### src/rtl/palette_layer_sched_pkg.sv
// Shared types and constants for the palette layer scheduler.
package palette_pkg;

    typedef enum logic [2:0] {
        SEL_SPRITE   = 3'd0,
        SEL_MAP      = 3'd1,
        SEL_GYM      = 3'd2,
        SEL_START    = 3'd3,
        SEL_DIALOGUE = 3'd4,
        SEL_BLACK    = 3'd5
    } sel_t;

    typedef enum logic [1:0] {
        SCENE_MAP   = 2'd0,
        SCENE_GYM   = 2'd1,
        SCENE_START = 2'd2
    } scene_t;

    typedef enum logic [2:0] {
        ST_IDLE,
        ST_FADE_OUT,
        ST_BLACK,
        ST_FADE_IN,
        ST_SWITCH
    } state_t;

    localparam logic [3:0] SPRITE_KEY_IDX = 4'd0;
    localparam logic [3:0] FADE_MAX       = 4'd15;

    function automatic sel_t scene_sel(input scene_t s);
        case (s)
            SCENE_MAP: return SEL_MAP;
            SCENE_GYM: return SEL_GYM;
            default:   return SEL_START;
        endcase
    endfunction

endpackage

### src/rtl/palette_layer_sched_if.sv
// Per-pixel layer inputs and registered palette lookup outputs.
interface palette_layer_sched_if;
    logic       pix_valid;
    logic       sprite_hit;
    logic [3:0] sprite_idx;
    logic [7:0] map_idx;
    logic [5:0] gym_idx;
    logic [4:0] start_idx;
    logic       dlg_active;
    logic       dlg_idx;
    logic       out_valid;
    logic [2:0] select;
    logic [3:0] palette_color;
    logic [7:0] map_palette_color;
    logic [5:0] gym_palette_color;
    logic [4:0] start_palette_color;
    logic       dialogue_palette_color;

    modport slave (
        input  pix_valid, sprite_hit, sprite_idx, map_idx, gym_idx, start_idx, dlg_active, dlg_idx,
        output out_valid, select, palette_color, map_palette_color, gym_palette_color,
               start_palette_color, dialogue_palette_color
    );

    modport master (
        output pix_valid, sprite_hit, sprite_idx, map_idx, gym_idx, start_idx, dlg_active, dlg_idx,
        input  out_valid, select, palette_color, map_palette_color, gym_palette_color,
               start_palette_color, dialogue_palette_color
    );
endinterface

### src/rtl/palette_layer_sched_fade_timer.sv
// Frame-pulse divider and saturating brightness counter; present only when PALETTE_FADE_EN is defined.
`ifdef PALETTE_FADE_EN
module fade_timer
    import palette_pkg::*;
#(
    parameter int unsigned FADE_STEP_FRAMES = 2,
    parameter int unsigned BLACK_FRAMES     = 4
) (
    input  logic       clk,
    input  logic       rst,
    input  logic       clear,
    input  logic       frame_start,
    input  logic       black,
    input  logic       level_dn,
    input  logic       level_up,
    output logic       tick,
    output logic [3:0] level
);
    logic [15:0] cnt;
    logic [15:0] term;

    // One divider serves both the fade step period and the black hold period.
    assign term = black ? 16'(BLACK_FRAMES - 1) : 16'(FADE_STEP_FRAMES - 1);
    assign tick = frame_start && (cnt == term);

    always_ff @(posedge clk) begin
        if (rst) begin
            cnt <= '0;
        end else if (clear || tick) begin
            cnt <= '0;
        end else if (frame_start) begin
            cnt <= cnt + 16'd1;
        end
    end

    always_ff @(posedge clk) begin
        if (rst) begin
            level <= FADE_MAX;
        end else if (level_dn && level != '0) begin
            level <= level - 4'd1;
        end else if (level_up && level != FADE_MAX) begin
            level <= level + 4'd1;
        end
    end
endmodule
`endif

### src/rtl/palette_layer_sched.sv
// Per-pixel palette layer select, active-scene ownership and scene-change sequencing.
// Build option: define PALETTE_FADE_EN for the frame-paced fade-out / black / fade-in sequence.
module palette_layer_sched
    import palette_pkg::*;
#(
    parameter int unsigned FADE_STEP_FRAMES = 2,
    parameter int unsigned BLACK_FRAMES     = 4,
    parameter int unsigned RESET_SCENE      = 2
) (
    input  logic                 Clk,
    input  logic                 Reset,
    input  logic                 frame_start,
    input  logic                 scene_req,
    input  logic [1:0]           scene_next,
    output logic                 scene_ack,
    output logic                 busy,
    output logic [1:0]           scene_cur,
    output logic [3:0]           fade_level,
    palette_layer_sched_if.slave pix
);
    localparam scene_t RST_SCENE = scene_t'(2'(RESET_SCENE));

    if (FADE_STEP_FRAMES < 1 || BLACK_FRAMES < 1 || RESET_SCENE > 2) begin : g_bad_cfg
        $error("palette_layer_sched: invalid parameter value");
    end

    state_t state, state_next;
    scene_t scene_q, scene_d, pending_q, pending_d;
    logic   ack_d, accept, in_black;
    sel_t   sel_d;

    assign accept    = scene_req && (scene_next != 2'd3);
    assign scene_cur = scene_q;

`ifdef PALETTE_FADE_EN
    logic tick, timer_clear, level_dn, level_up;

    assign in_black = (state == ST_BLACK);
    // Divider restarts on every state entry and stays idle outside a transition.
    assign timer_clear = (state_next != state) || (state == ST_IDLE);

    fade_timer #(
        .FADE_STEP_FRAMES(FADE_STEP_FRAMES),
        .BLACK_FRAMES    (BLACK_FRAMES)
    ) u_fade_timer (
        .clk        (Clk),
        .rst        (Reset),
        .clear      (timer_clear),
        .frame_start(frame_start),
        .black      (in_black),
        .level_dn   (level_dn),
        .level_up   (level_up),
        .tick       (tick),
        .level      (fade_level)
    );
`else
    assign in_black   = 1'b0;
    assign fade_level = FADE_MAX;
`endif

    always_comb begin
        state_next = state;
        scene_d    = scene_q;
        pending_d  = pending_q;
        ack_d      = 1'b0;
`ifdef PALETTE_FADE_EN
        level_dn   = 1'b0;
        level_up   = 1'b0;
`endif
        case (state)
            ST_IDLE: if (accept) begin
                pending_d = scene_t'(scene_next);
`ifdef PALETTE_FADE_EN
                state_next = ST_FADE_OUT;
`else
                state_next = ST_SWITCH;
`endif
            end
`ifdef PALETTE_FADE_EN
            ST_FADE_OUT: if (tick) begin
                if (fade_level == '0) begin
                    state_next = ST_BLACK;
                    scene_d    = pending_q;
                end else begin
                    level_dn = 1'b1;
                end
            end
            ST_BLACK: if (tick) state_next = ST_FADE_IN;
            ST_FADE_IN: if (tick) begin
                if (fade_level == FADE_MAX) begin
                    state_next = ST_IDLE;
                    ack_d      = 1'b1;
                end else begin
                    level_up = 1'b1;
                end
            end
`else
            ST_SWITCH: if (frame_start) begin
                state_next = ST_IDLE;
                scene_d    = pending_q;
                ack_d      = 1'b1;
            end
`endif
            default: state_next = ST_IDLE;
        endcase
    end

    always_ff @(posedge Clk) begin
        if (Reset) begin
            state     <= ST_IDLE;
            scene_q   <= RST_SCENE;
            pending_q <= RST_SCENE;
            scene_ack <= 1'b0;
            busy      <= 1'b0;
        end else begin
            state     <= state_next;
            scene_q   <= scene_d;
            pending_q <= pending_d;
            scene_ack <= ack_d;
            busy      <= (state_next != ST_IDLE);
        end
    end

    always_comb begin
        sel_d = scene_sel(scene_q);
        if (!pix.pix_valid || in_black) begin
            sel_d = SEL_BLACK;
        end else if (pix.dlg_active) begin
            sel_d = SEL_DIALOGUE;
        end else if (pix.sprite_hit && pix.sprite_idx != SPRITE_KEY_IDX) begin
            sel_d = SEL_SPRITE;
        end
    end

    always_ff @(posedge Clk) begin
        if (Reset) begin
            pix.out_valid              <= 1'b0;
            pix.select                 <= '0;
            pix.palette_color          <= '0;
            pix.map_palette_color      <= '0;
            pix.gym_palette_color      <= '0;
            pix.start_palette_color    <= '0;
            pix.dialogue_palette_color <= 1'b0;
        end else begin
            pix.out_valid              <= pix.pix_valid;
            pix.select                 <= sel_d;
            pix.palette_color          <= pix.sprite_idx;
            pix.map_palette_color      <= pix.map_idx;
            pix.gym_palette_color      <= pix.gym_idx;
            pix.start_palette_color    <= pix.start_idx;
            pix.dialogue_palette_color <= pix.dlg_idx;
        end
    end
endmodule

### src/flat_wrapper.sv
// flat-port wrapper written by rule: the top's interface ports become plain ports
module palette_layer_sched_flat import palette_pkg::*;
#(
    parameter int unsigned FADE_STEP_FRAMES = 2,
    parameter int unsigned BLACK_FRAMES     = 4,
    parameter int unsigned RESET_SCENE      = 2
)
  (Clk, Reset, frame_start, scene_req, scene_next, scene_ack, busy, scene_cur, fade_level, pix_pix_valid, pix_sprite_hit, pix_sprite_idx, pix_map_idx, pix_gym_idx, pix_start_idx, pix_dlg_active, pix_dlg_idx, pix_out_valid, pix_select, pix_palette_color, pix_map_palette_color, pix_gym_palette_color, pix_start_palette_color, pix_dialogue_palette_color);
  palette_layer_sched_if pix_i ();
  input  logic Clk;
  input  logic Reset;
  input  logic frame_start;
  input  logic scene_req;
  input  logic [1:0] scene_next;
  output logic scene_ack;
  output logic busy;
  output logic [1:0] scene_cur;
  output logic [3:0] fade_level;
  input wire logic [$bits(pix_i.pix_valid)-1:0] pix_pix_valid;
  input wire logic [$bits(pix_i.sprite_hit)-1:0] pix_sprite_hit;
  input wire logic [$bits(pix_i.sprite_idx)-1:0] pix_sprite_idx;
  input wire logic [$bits(pix_i.map_idx)-1:0] pix_map_idx;
  input wire logic [$bits(pix_i.gym_idx)-1:0] pix_gym_idx;
  input wire logic [$bits(pix_i.start_idx)-1:0] pix_start_idx;
  input wire logic [$bits(pix_i.dlg_active)-1:0] pix_dlg_active;
  input wire logic [$bits(pix_i.dlg_idx)-1:0] pix_dlg_idx;
  output wire logic [$bits(pix_i.out_valid)-1:0] pix_out_valid;
  output wire logic [$bits(pix_i.select)-1:0] pix_select;
  output wire logic [$bits(pix_i.palette_color)-1:0] pix_palette_color;
  output wire logic [$bits(pix_i.map_palette_color)-1:0] pix_map_palette_color;
  output wire logic [$bits(pix_i.gym_palette_color)-1:0] pix_gym_palette_color;
  output wire logic [$bits(pix_i.start_palette_color)-1:0] pix_start_palette_color;
  output wire logic [$bits(pix_i.dialogue_palette_color)-1:0] pix_dialogue_palette_color;
  assign pix_i.pix_valid = pix_pix_valid;
  assign pix_i.sprite_hit = pix_sprite_hit;
  assign pix_i.sprite_idx = pix_sprite_idx;
  assign pix_i.map_idx = pix_map_idx;
  assign pix_i.gym_idx = pix_gym_idx;
  assign pix_i.start_idx = pix_start_idx;
  assign pix_i.dlg_active = pix_dlg_active;
  assign pix_i.dlg_idx = pix_dlg_idx;
  assign pix_out_valid = pix_i.out_valid;
  assign pix_select = pix_i.select;
  assign pix_palette_color = pix_i.palette_color;
  assign pix_map_palette_color = pix_i.map_palette_color;
  assign pix_gym_palette_color = pix_i.gym_palette_color;
  assign pix_start_palette_color = pix_i.start_palette_color;
  assign pix_dialogue_palette_color = pix_i.dialogue_palette_color;
  palette_layer_sched #(.FADE_STEP_FRAMES(FADE_STEP_FRAMES), .BLACK_FRAMES(BLACK_FRAMES), .RESET_SCENE(RESET_SCENE)) u_core (.Clk(Clk), .Reset(Reset), .frame_start(frame_start), .scene_req(scene_req), .scene_next(scene_next), .scene_ack(scene_ack), .busy(busy), .scene_cur(scene_cur), .fade_level(fade_level), .pix(pix_i));
endmodule
### config.mk
export PLATFORM = sky130hd
export DESIGN_NAME = palette_layer_sched_flat
export DESIGN_NICKNAME = d
export VERILOG_FILES = /design/src/rtl/palette_layer_sched_pkg.sv /design/src/rtl/palette_layer_sched_if.sv /design/src/rtl/palette_layer_sched_fade_timer.sv /design/src/rtl/palette_layer_sched.sv /design/src/flat_wrapper.sv
export SDC_FILE = /design/constraint.sdc
export NUM_CORES = 1
export LEC_CHECK = 0
export CAP_MARGIN = 15
export CORE_ASPECT_RATIO = 2
export CORE_UTILIZATION = 35
export CTS_CLUSTER_SIZE = 8
export DETAILED_ROUTE_END_ITERATION = 6
export PLACE_DENSITY = 0.76
export SLEW_MARGIN = 20
export SYNTH_ARGS = -nofsm -noshare
export SYNTH_HDL_FRONTEND = slang
export SYNTH_SLANG_ARGS = --single-unit
export TNS_END_PERCENT = 10
### constraint.sdc
create_clock -name Clk -period 1.3 [get_ports Clk]
set_clock_uncertainty 0.05 [all_clocks]
set_input_delay 0.325 -clock Clk [delete_from_list [all_inputs] [get_ports Clk]]
set_output_delay 0.325 -clock Clk [all_outputs]
set_load 0.02 [all_outputs]
After elaboration in Yosys (flattened, before gate mapping)
Cells that the tools add are included.
{"block": "totals", "out_inout_bits": 36, "regBits": 37, "memories": 0, "word_cells": 36, "rom_bits": 0, "latchBits": 0, "ram_bits": 0}
{"block": "op_classes", "mul": 0, "bitwise": 2, "order_cmp": 0, "n_shift": 0, "addsub": 0, "div": 0, "muxes": 8, "n_reduce_logical": 10, "n_eq_ne": 3}
{"cell": "two-way mux 3 bit", "count": 4}
{"cell": "one-hot mux 3 bit (2 select lines)", "count": 1}
{"cell": "one-hot mux 2 bit (2 select lines)", "count": 1}
{"cell": "AND reduction 2 bit", "count": 2}
{"cell": "nonzero test 4 bit", "count": 1}
{"cell": "OR reduction 4 bit", "count": 1}
{"cell": "== test 3 bit, second input constant", "count": 1}
{"cell": "zero test 3 bit", "count": 1}
{"cell": "nonzero test 3 bit", "count": 1}
{"cell": "== test 2 x 1 -> 1 bit, second input constant", "count": 1}
{"cell": "logical AND 1 bit", "count": 2}
{"cell": "zero test 2 bit", "count": 1}
{"cell": "two-way mux 2 bit", "count": 1}
{"cell": "inequality test 2 bit, second input constant", "count": 1}
{"cell": "inverter 1 bit", "count": 2}
{"cell": "OR reduction 2 bit", "count": 1}
{"cell": "two-way mux 1 bit", "count": 1}

Depth between registers and ports, before layout
Gate-level depths: netlist of the first run.
{"block": "depth", "ltp_word": 5, "ltp_mapped": 4, "mapped_depth_nobuf": 3}

Least setup slack after synthesis of the first run
OpenSTA, ideal clock, no wires.
{"block": "synth_timing", "path_type": "input to register", "start": "in Reset", "end": "reg u_core.pix.gym_palette_color[5]", "path_slack_ns": 0.202, "arrival_time_ns": 0.934, "setup_time_ns": 0.114, "n_path_buf": 2, "t_required_ns": 1.136, "path_stages": 3, "cell_sequence": "clkbuf_2 clkbuf_1 and2b_1"}
{"element": "start, declared", "line_no": "flat_wrapper.sv:11", "source": "input logic Reset;"}
{"element": "end signal, assigned", "line_no": "palette_layer_sched.sv:149", "source": "pix.gym_palette_color <= pix.gym_idx;"}
{"element": "end, declared", "line_no": "palette_layer_sched_if.sv:21", "source": "output out_valid, select, palette_color, map_palette_color, gym_palette_color,"}
No word-level cell between the ends.

Worst setup path after layout of the first run
{"block": "layout_timing", "start": "reg u_core.scene_ack", "end": "out scene_ack"}
{"element": "start, declared", "line_no": "palette_layer_sched.sv:15", "source": "output logic scene_ack,"}
{"element": "start signal, assigned", "line_no": "palette_layer_sched.sv:119", "source": "scene_ack <= ack_d;"}
{"element": "end, declared", "line_no": "flat_wrapper.sv:15", "source": "output logic scene_ack;"}
No word-level cell between the ends.

==> results of run 1 <==
==> Yosys cell counts <==
cell type	count
dfxtp_1	37
nor2b_1	21
and2b_1	6
a21oi_1	4
buf_4	4
nor2_1	4
clkbuf_1	2
conb_1	2
inv_1	2
nand2_1	2
nor3_1	2
a2bb2oi_1	1
and4bb_2	1
buf_2	1
clkbuf_2	1
mux2i_1	1
nand2b_1	1
nor3b_2	1
nor4b_1	1
nor4b_4	1
o2111a_1	1
o2bb2ai_1	1
o41ai_2	1
==> kinds of logic (layout without fill, tap and decap cells) <==
group / count (synthesis) / in the layout / synth area share (%)
and+or+nand+nor: 40 / 40 / 23.7
buffers and inverters: 10 / 79 / 4.78
other: 2 / 6 / 0.652
muxes: 1 / 1 / 0.870
DFF: 37 / 37 / 64.3
AOI/OAI and AO/OA: 8 / 8 / 5.65
==> power breakdown <==
group          switching (µW)  internal [µW]
Clock                     358            420
Combinational             140            176
Sequential               18.7           1190
==> tightest hold or removal path: cells and delay by family (launching register included) <==
kind | cells | cell delay, ns
AOI/OAI and AO/OA | 1 | 0.12
DFF | 1 | 0.31
and+or+nand+nor | 1 | 0.05
==> layer usage <==
metal	up-vias	track usage, %	part of all wire (%)
met5	-	0	0
li1	449	-	-
met2	39	27.8	59
met1	418	14.1	32
met4	0	7.67	2.2
met3	6	5.22	6.9
==> per-stage QoR <==
stage                     utilization (%)  total power (µW)  setup slack, ns
after floorplan                         -              1370            0.202
after global placement               58.8              1570           -0.181
after detailed placement             58.8              1580           -0.228
after CTS                            61.0              2320        0.0000815
after global routing                 60.0              2400         0.000893
final                                60.0              2300           0.0251
==> cell type report <==
cell class,instances,area [µm²],area share [%]
inverter,2,7.51,0.396
tap,31,38.8,2.05
clock buffer,7,86.3,4.56
multi-input combinational,55,370,19.6
timing repair buffer,70,651,34.3
sequential,37,741,39.1
==> flip-flops by register name, indices dropped and copies added (netlist names) <==
register,count
u_core.pix.palette_color,4
u_core.scene_ack,1
u_core.pix.out_valid,1
u_core.scene_cur,2
u_core.pix.start_palette_color,5
u_core.pix.gym_palette_color,6
u_core.pix.map_palette_color,8
u_core.busy,1
u_core.pix.dialogue_palette_color,1
u_core.pix.select,3
u_core.state,3
u_core.pending_q,2
==> worst max-delay path by stage <==
| stage | start | endpoint | cells after the start |
|---|---|---|---|
| 2_1_floorplan | Reset | u_core.pix.gym_palette_color[5] | 3 |
| 3_3_place_gp | frame_start | u_core.scene_cur[0] | 4 |
| 3_5_place_dp | pix_sprite_idx[3] | u_core.pix.select[1] | 3 |
| 4_1_cts | u_core.busy | busy | 1 |
| 5_1_grt | u_core.pix.map_palette_color[0] | pix_map_palette_color[0] | 1 |
| 6_report | u_core.scene_ack | scene_ack | 1 |
==> results summary, run 1 <==
In the routed layout, each cell is associated on average with a via count of 4.51. The final count of pins violating max slew came out at 0. The start of the worst register-to-register path is u_core.state[0]. The worst reg-to-reg path cell count is 3. In this run the number of H-tree levels came out at 2. The critical path's top delay family is flip-flops.

The TritonCTS clock tree is done. The starting density of the core is roughly 36%. The count of yosys warnings during synthesis is 0. The number of clock sinks came out at 37.

The global-route congestion overflow total is 0. In this run the deepest clock path goes through 2 buffers. The number of fillers in the final layout is 277. The detailed-placement wirelength estimate came out at 2.02 mm. The quantity of hold-fixing buffers added after cts is 0. The placed instance count is just under 200. The worst hold path terminates at u_core.pending_q[1].

The die is roughly 83 µm tall. The most frequent standard cell in the layout excluding fill and tap cells is dfxtp_1. Sorting the synthesized cells by area gives the leading types as dfxtp_1 64%, nor2b_1 11%, and2b_1 3.9%, buf_4 2.6%, nor4b_4 2.1%. The number of antenna violations at the first check in global routing came out at 0. A synthesized cell averages 11.7 µm².

In this run the clock root is driven by a clkbuf_8. Traced cell by cell, the critical path runs through clkdlybuf4s15_1. The share of the yosys chip area belonging to registers is between 60 and 70%. The area of the mapped netlist came out at 1150 µm². The worst hold path was traced through 2 stages. The tool flagged a number of max-cap violations equal to 0. The synthesis-to-layout area growth came out at 64.6%. The maximum cell stage delay along the critical path came out at about 0.32 ns. The placement-stage cell area came out at around 1900 µm². The flip-flop and latch count after synthesis is 37. The flow ran to the end, and the final reports show no timing, DRC or antenna violations.

The sum of buffers and inverters on the critical path came out at 1. In this run the critical register-to-register path is captured at u_core.pending_q[0]. The total die area came out at 3540 µm².

For this design the ratio of total power to cell area is 1210 nW/µm². The worst slack on hold paths came out at between 0.4 and 0.5 ns. The floorplan step set the die width to between 40 and 50 µm. At the end of routability-driven placement, the weighted congestion stood at about 0.68. Setup violations remaining at the end of the flow were counted as 0. For this design, the slowest cell found on the critical path is dfxtp_1. The number of antenna diodes in the final layout is 0. The final count of hold timing violations came out at 0.

The final cycle utilization of the critical path came out at between 90% and 100%. The number of DRC markers after the initial detailed-route iteration came out at 14. The remaining antenna violation count came out at 0.

The nature of the critical path startpoint is a register. Summed over all instances, the cell type with the most area after synthesis is dfxtp_1. Setup repair after global routing left no endpoint under its margin. The total clock buffers created by CTS came out at 5. The largest driver fanout on the critical path is 1. After clock tree synthesis, the clock-pin slew on the worst setup and hold paths is 0.07 ns.

The data arrival time at the worst-slack endpoint is 0.90 ns. The number of global-route vias before repair came to approximately 900. The number of detailed-routing iterations run before antenna repair came out at 4. The fraction of synthesized cell area taken by the top area cell type is about 64%. The area of the core is 3160 µm². The fraction of final layout cells sized beyond drive strength 1 came out at ~16%.

The post-route non-filler standard cell count is 202. The distinct cell type count of the synthesized netlist is 23. The number of cells upsized or downsized after cts came out at 50.

The setup fix buffers added after clock tree synthesis is 0. The highest clock frequency the design can meet is between 700 and 800 MHz. The standard-cell row count came out at 29. The path class of the lowest-slack min-delay path is reg2reg. The leakage power figure is 0.000802 µW. The reg2reg setup slack is 0.16 ns. In the global route stage, overall resource usage came out at between 10% and 20%. The number of I/O port buffers is 64. The clock period minus final worst setup slack is approximately 1.3 ns. The final routed wirelength across all metal layers is around 2.5 mm. Counting every instance in the synthesized netlist gives 98. The setup TNS after final layout is 0 ns. The type of destination of the critical path is a primary output.

The number of nets in the finished design came out at approximately 200. The critical path is of the reg2out type. The data required time at the worst endpoint is just over 0.9 ns. Dividing the detail-routed wire length by the instance count gives 12.3 µm. Leaving out fill and tap cells, the most frequent cells in the layout are 37 x dfxtp_1, 32 x clkdlybuf4s50_1, 21 x nor2b_1.

The maximum resistive drop on vdd came out at approximately 0.00084 V. The DRC violation count after routing came out at 0. The I/O pin count is 69.

The final instance area came out at about 1900 µm². The wire length of the first global-routing pass is approximately 4 mm. The insertion delay to the later sink of the worst-skew pair came out at approximately 0.28 ns.

The worst hold path begins at u_core.pending_q[1]. The pin count of the biggest net entering global routing came out at 21. The count of vias placed by the detailed router came out at between 900 and 1000.
Power figures use the tool's default switching activity.
==> run 2: changes to the inputs <==
Settings changed: ABC_AREA set to 1, PLACE_DENSITY 0.76 to 0.75.
==> results summary, run 2 <==
The multiplexer fraction of the synthesized cell area is 0%. The simple-gate portion of the synthesized area is 20.1%. The post-synthesis adder-cell area fraction is 0%. The path class of the lowest-slack min-delay path is reg2reg. In the post-synthesis netlist, the cell with the most instances is dfxtp_1. The flip-flop count of the largest register, all copies and words added came out at 8. The count of vias placed by the detailed router is 1033. The sum of buffers and inverters on the critical path is 1.

The area of the core came out at 3190 µm². Summing all multi-input logic gate instances after layout gives 295 µm². The floorplan has 29 rows.

The placer's final routability congestion estimate came out at between 0.7 and 0.8. The flip-flop and latch count after synthesis came out at 37. TritonCTS built the clock tree. Across the whole layout, storage elements account for about 740 µm². Data on the critical path arrives at its endpoint at between 0.8 and 0.9 ns. The horizontal die dimension came out at ~43 µm.

The detail route stage leaves a number of antenna-violating nets equal to 0. The number of fillers in the final layout came out at 310. The placed instance count is roughly 240. The number of clock sinks came out at 37. After routing, the total negative slack on setup checks comes to 0 ns. Power comes to ~2300 µW. Dividing the detail-routed wire length by the instance count gives 10.0 µm. The critical path class is reg2out.

The I/O pin count came out at 69. The post-synthesis cell count came out at between 100 and 150. The total inserted antenna cells is 0. The mean number of vias per cell came out at roughly 4.2. The share of the yosys chip area belonging to registers is between 60 and 70%. STA classifies the critical path endpoint as a primary output. The share of the synthesized area in compound gates (AO/OA/AOI/OAI) came out at 2.73%.

The DRC violation count after routing came out at 0. Along the worst path, the maximum fanout reaches 1. The number of antenna violations at the first check in global routing came out at 0. The worst slack on hold paths is approximately 0.44 ns.

The maximum buffer depth of the clock tree came out at 2. The pin count of the biggest net entering global routing is 17. The clock slew seen by the registers of the worst setup and hold paths is ~0.070 ns. The largest registers in the layout are u_core.pix.map_palette_color: 8 flops, u_core.pix.gym_palette_color: 6 flops, u_core.pix.start_palette_color: 5 flops.

STA classifies the critical path startpoint as a register. The quantity of hold-fixing buffers added after cts came out at 0. The area of the mapped netlist is 1190 µm². The synthesized netlist contains 16 unique library cells.

The setup fix buffers added after clock tree synthesis is 0. The H-tree was split into 2 levels. Counting the buffers created by CTS gives 5. The number of nets in the finished design is around 250. The area growth from synthesis to layout is 60.0%.

The post-route netlist has approximately 16% of its cells at a drive strength greater than 1. The number of global-route vias before repair came out at around 1100. For this block, the initial DRC count from the detailed router was 12. The post-synthesis area per instance came out at ~8.6 µm². Timing would allow up to roughly 790 MHz. The final cycle utilization of the critical path is 97.3%. The slowest cell on the critical path is dfxtp_1. Power spread over the standard cell area amounts to 1200 nW/µm². The final core area utilization is roughly three fifths. In this design, the stage delay of the slowest critical-path cell is just over 0.3 ns. Wires add up to 2.46 mm. The fraction of synthesized cell area taken by the top area cell type is between 60% and 70%.

The insertion delay to the later sink of the worst-skew pair is about 0.28 ns. In this design, the largest share of critical-path delay is due to flip-flops. The most used flip-flop cell after synthesis is dfxtp_1.

Setup repair after global routing left no endpoint under its margin. The clock root buffer is clkbuf_8. Ranked by instance count, the synthesized netlist is headed by 37 x dfxtp_1, 33 x nor2_1, 32 x inv_1. The total overflow left after global routing is 0. The clock period minus final worst setup slack is ~1.3 ns.

The data required time at the worst endpoint came out at 0.93 ns. The xor and xnor fraction of the mapped netlist area is 0%. During synthesis, Yosys emitted a total of 0 warnings. The number of setup violations in the final report is 0. The combinational family with the most area after synthesis is simple AND/OR/NAND/NOR gates. The number of detailed-routing iterations run before antenna repair is 4. The critical path goes through clkdlybuf4s15_1.

The register with the highest flop count is u_core.pix.map_palette_color. Ranked by total cell area, the synthesized netlist is headed by dfxtp_1 62%, nor2_1 10%, inv_1 10%, nand2_1 3.5%, buf_4 3.1%. The maximum resistive drop on vdd came out at roughly 0.00084 V. The final count of pins violating max slew is 0.

The die span in y is approximately 85 µm. The flow ran to the end, and the final reports show no timing, DRC or antenna violations. The max-capacitance violation count is 0. The first global-routing pass estimated around 4.3 mm of wire.

The most area-hungry cell type in the Yosys netlist is dfxtp_1. Input and output buffers added on the ports amount to 64. The final count of hold timing violations is 0. The leakage power figure is roughly 0.00096 µW. The total die area came out at 3660 µm².

The library cells used most frequently in the layout, excluding fill and tap cells, are 37 x dfxtp_1, 33 x nor2_1, 32 x inv_1, 32 x clkdlybuf4s50_1, 17 x clkdlybuf4s15_1. The detailed-placement wirelength estimate came out at 1.96 mm. The fraction of synthesis flops using an asynchronous set or reset pin is 0%.

The post-route non-filler standard cell count came out at 245. The combined global-route utilization of all metal layers is 15.6%. The number of enable flip-flop cells after synthesis came out at 0. The starting density of the core came out at between 30% and 40%.

The library cell used most frequently in the layout, excluding fill and tap cells, is dfxtp_1.
run 2: cell types whose count changed after synthesis, sizes merged, moves of 2 or more:
cell and delta:
nor2 +32, nor2b -21, buf +2, clkbuf -3
nand2 +9, inv +30, nor4b -2, nand3 +5
and2b -6
run 2: power breakdown:
part / switching (µW) / leakage (µW) / internal (µW) / total, µW
registers: 18.0 / 0.000307 / 1190 / 1210
logic: 156 / 0.000604 / 160 / 316
clock network: 396 / 0.0000439 / 370 / 765
total: 569 / 0.000955 / 1720 / 2290
run 2: what timing repair did:
item | in CTS | in global routing
endpoints found under the hold margin | 0 | 0
gates resized for setup | 46 | 33
pin swaps | 0 | 0
endpoints found under the setup margin | 32 | 29
run 2: logic make-up after synthesis:
group	count (synthesis)
and+or+nand+nor	54
AOI/OAI and AO/OA	6
other	2
buffers and inverters	40
DFF	37
run 2: path summary, 6_finish.rpt:
check / depth (start not counted) / to / start / slack [ns]
setup / recovery: 1 / pix_gym_palette_color[3] / u_core.pix.gym_palette_color[3] / 0.03
hold / removal: 2 / u_core.pending_q[0] / u_core.pending_q[0] / 0.44
setup reg to reg: 5 / u_core.pending_q[0] / u_core.state[2] / 0.35
hold reg to reg: 2 / u_core.pending_q[0] / u_core.pending_q[0] / 0.44
run 2: stage by stage:
step / setup WS (ns) / instance area (µm²)
after detailed placement: -0.0974 / 1880
final: 0.0350 / 1910
after global routing: 0.000237 / 1910
after floorplan: 0.406 / 1210
after CTS: -0.00112 / 1950
after global placement: -0.0663 / 1880
run 2: layout make-up:
| cell class | count | share of cell area (%) |
|---|---|---|
| clock buffer | 5 | 3.61 |
| clock inverter | 3 | 0.918 |
| sequential | 37 | 38.8 |
| inverter | 33 | 6.49 |
| tap | 31 | 2.03 |
| timing repair buffer | 70 | 32.7 |
| multi-input combinational | 66 | 15.5 |
run 2: tightest hold or removal path, stage by stage, from the launching register on:
cell	delay (ns)
dfxtp_1	0.34
nor2_1	0.06
nor2_2	0.06
run 2: layer usage:
layer  wire [µm]  part of all wire, %  vias up  global-route usage, %
met1         846                   34      453                   13.9
met5           0                    0        -                      0
met3         170                  6.9        2                   5.59
met4          19                 0.77        0                   5.79
li1            -                    -      533                      -
met2        1430                   58       45                   30.0
==> run 3: changes to the inputs <==
Settings changed: CORE_UTILIZATION 35 to 37, CTS_CLUSTER_SIZE 8 to not set, PLACE_DENSITY 0.75 to 0.79.
==> results summary, run 3 (synthesized netlist as in run 2, its figures left out) <==
The flow ran to the end, and the final reports show no timing, DRC or antenna violations. The DRC violation count after routing is 0. The global routing met2 resource utilization came out at ~28%.

The max-capacitance violation count came out at 0. The maximum resistive drop on vdd is between 0.001 and 0.0015 V. Entering global routing, the biggest net connects 17 pins.

The critical path class is reg2out. The most heavily used metal layer in global routing is met2. The standard-cell row count came out at 28. In this run the number of cells on the critical path is 1.

In the global route stage, met1 resource usage came out at 12.5%. The detailed-placement wirelength estimate is 1.87 mm. The highest clock frequency the design can meet came out at approximately 800 MHz.

TritonCTS built the clock tree. The maximum buffer depth of the clock tree is 2. The register with the most flip-flops in the layout has 8 of them. The min-delay analysis places its worst path in the category reg2reg.

The first global-routing pass estimated between 3 and 4 mm of wire. The reg2reg setup slack is between 0.3 and 0.4 ns. The final core area utilization came out at around 65%. The number of cells on the worst reg-to-reg path is 4. The number of antenna violations at the first check in global routing is 0. The total power density per cell area came out at about 1400 nW/µm². The type of destination of the critical path is a primary output. In this run the static leakage power is between 0.0009 and 0.001 µW. The critical path's top delay family is flip-flops.

The synthesis-to-layout area growth came out at 63.5%. The total inserted antenna cells came out at 0. The number of detailed-routing iterations run before antenna repair is 4. Global routing used between 10% and 20% of the available tracks across all layers.

The insertion delay to the later sink of the worst-skew pair came out at approximately 0.28 ns. The end point of the most critical hold path is u_core.pending_q[0]. 69 I/O pins were placed. Setup repair after global routing left no endpoint under its margin. The placer's final routability congestion estimate came out at 0.700. The final count of hold timing violations is 0. The number of setup violations in the final report is 0. For this configuration, the core starts out at a cell density of approximately 40%.

The total clock buffers created by CTS came out at 5. Walking the worst path, the cells encountered are clkdlybuf4s15_1. The placed instance count is roughly 240. The worst hold path passes through 2 cells. For this design, the slowest cell found on the critical path is dfxtp_1.

Data on the critical path arrives at its endpoint at ~0.89 ns. In the layout the commonest cells are 37 x dfxtp_1, 33 x nor2_1, 32 x inv_1, 32 x clkdlybuf4s50_1, 16 x clkdlybuf4s15_1. The number of nets in the finished design came out at 246. The setup fix buffers added after clock tree synthesis is 0. The number of clock sinks is 37.

The number of global-route vias before repair came to between 900 and 1000. In the final layout, the registers with the most flip-flops are u_core.pix.map_palette_color: 8 flops, u_core.pix.gym_palette_color: 6 flops, u_core.pix.start_palette_color: 5 flops. Input and output buffers added on the ports amount to 64.

For this block, the routed nets add up to 2.44 mm of wire. The clock slew seen by the registers of the worst setup and hold paths came out at roughly 0.070 ns. The number of DRC markers after the initial detailed-route iteration is 15. The most frequent standard cell in the layout excluding fill and tap cells is dfxtp_1.

The global routing usage on met3 came out at around 5%. The startpoint identified for the worst hold timing path is u_core.pending_q[0]. The worst register-to-register path ends at u_core.busy.

Counting flops per register, the top entry is u_core.pix.map_palette_color. The clock root buffer is clkbuf_8. The number of levels the H-tree was split into is 2. The final cycle utilization of the critical path came out at between 90 and 100%. After clock tree synthesis, the flow added hold-fix buffers numbering 0.

The mean number of vias per cell came out at between 4 and 5. The global-route congestion overflow total is 0. The maximum cell stage delay along the critical path came out at between 0.3 and 0.4 ns. For this run, the number of standard cells in the final layout without fillers is 244.

The count of vias placed by the detailed router is ~1000. The final count of pins violating max slew is 0. The count of nets left with antenna violations once routing finished came out at 0. In this run the horizontal extent of the chip is between 40 and 50 µm. The post-detailed-route wirelength per cell is approximately 10 µm. The die covers 3470 µm². Along the worst path, the maximum fanout reaches 1. The area of the core came out at around 3000 µm².

Together, buffers and inverters on the worst path number 1. The fraction of final layout cells sized beyond drive strength 1 came out at 16.8%. The worst setup path is launched from a register. In this run the vertical extent of the chip is 82.3 µm. The setup TNS after final layout is 0 ns. For the finished layout, the period the worst path requires is around 1.3 ns.

At the worst endpoint, the required time is approximately 0.93 ns. The startpoint identified for the worst register-to-register timing path is u_core.state[2].
-- run 3: through the flow --
stage | hold slack (ns) | setup slack (ns) | area (µm²) | total power [µW]
4_1_cts | 0.437 | 0.0000993 | 2000 | 2710
2_1_floorplan | 0.358 | 0.406 | 1210 | 1380
3_3_place_gp | 0.404 | -0.0703 | 1880 | 1580
5_1_grt | 0.458 | 0.000591 | 1950 | 2770
6_report | 0.432 | 0.0322 | 1950 | 2680
3_5_place_dp | 0.419 | -0.105 | 1880 | 1580
-- run 3: per-layer routing --
metal / routed length [µm] / vias up
met5: 0 / -
met4: 51 / 0
met3: 170 / 6
met2: 1370 / 49
met1: 849 / 438
li1: - / 533
-- run 3: worst register-to-register path, delay by kind of cell (launching register included) --
family          cells  cell delay, ns
compound gates      1            0.16
flops               1            0.37
simple gates        2            0.27
buf+inv             1            0.06
-- run 3: worst max path at each step --
stage / start / endpoint / slack (ns)
after floorplan: u_core.scene_cur[0] / u_core.pix.select[0] / 0.41
after global placement: Reset / u_core.pix.start_palette_color[1] / -0.07
after detailed placement: scene_req / u_core.pending_q[1] / -0.11
after CTS: u_core.scene_ack / scene_ack / 0.0001
after global routing: u_core.scene_cur[1] / scene_cur[1] / 0.0006
final: u_core.busy / busy / 0.03
-- run 3: layout make-up --
cell class	count	area, µm²
clock inverter	3	65.1
tap	30	37.5
timing repair buffer	70	618
sequential	37	741
fill	265	1060
inverter	33	124
clock buffer	5	68.8
multi-input combinational	66	295
-- run 3: repair_timing --
item                                    CTS  global route
gates resized for setup                  53            28
endpoints found under the hold margin     0             0
endpoints found under the setup margin   32            25
-- run 3: power by group --
part           internal (µW)  switching, µW  total (µW)  leakage [µW]
logic                    161            157         318      0.000606
clock network            762            393        1160     0.0000681
registers               1190           16.4        1200      0.000307
total                   2110            566        2680      0.000981
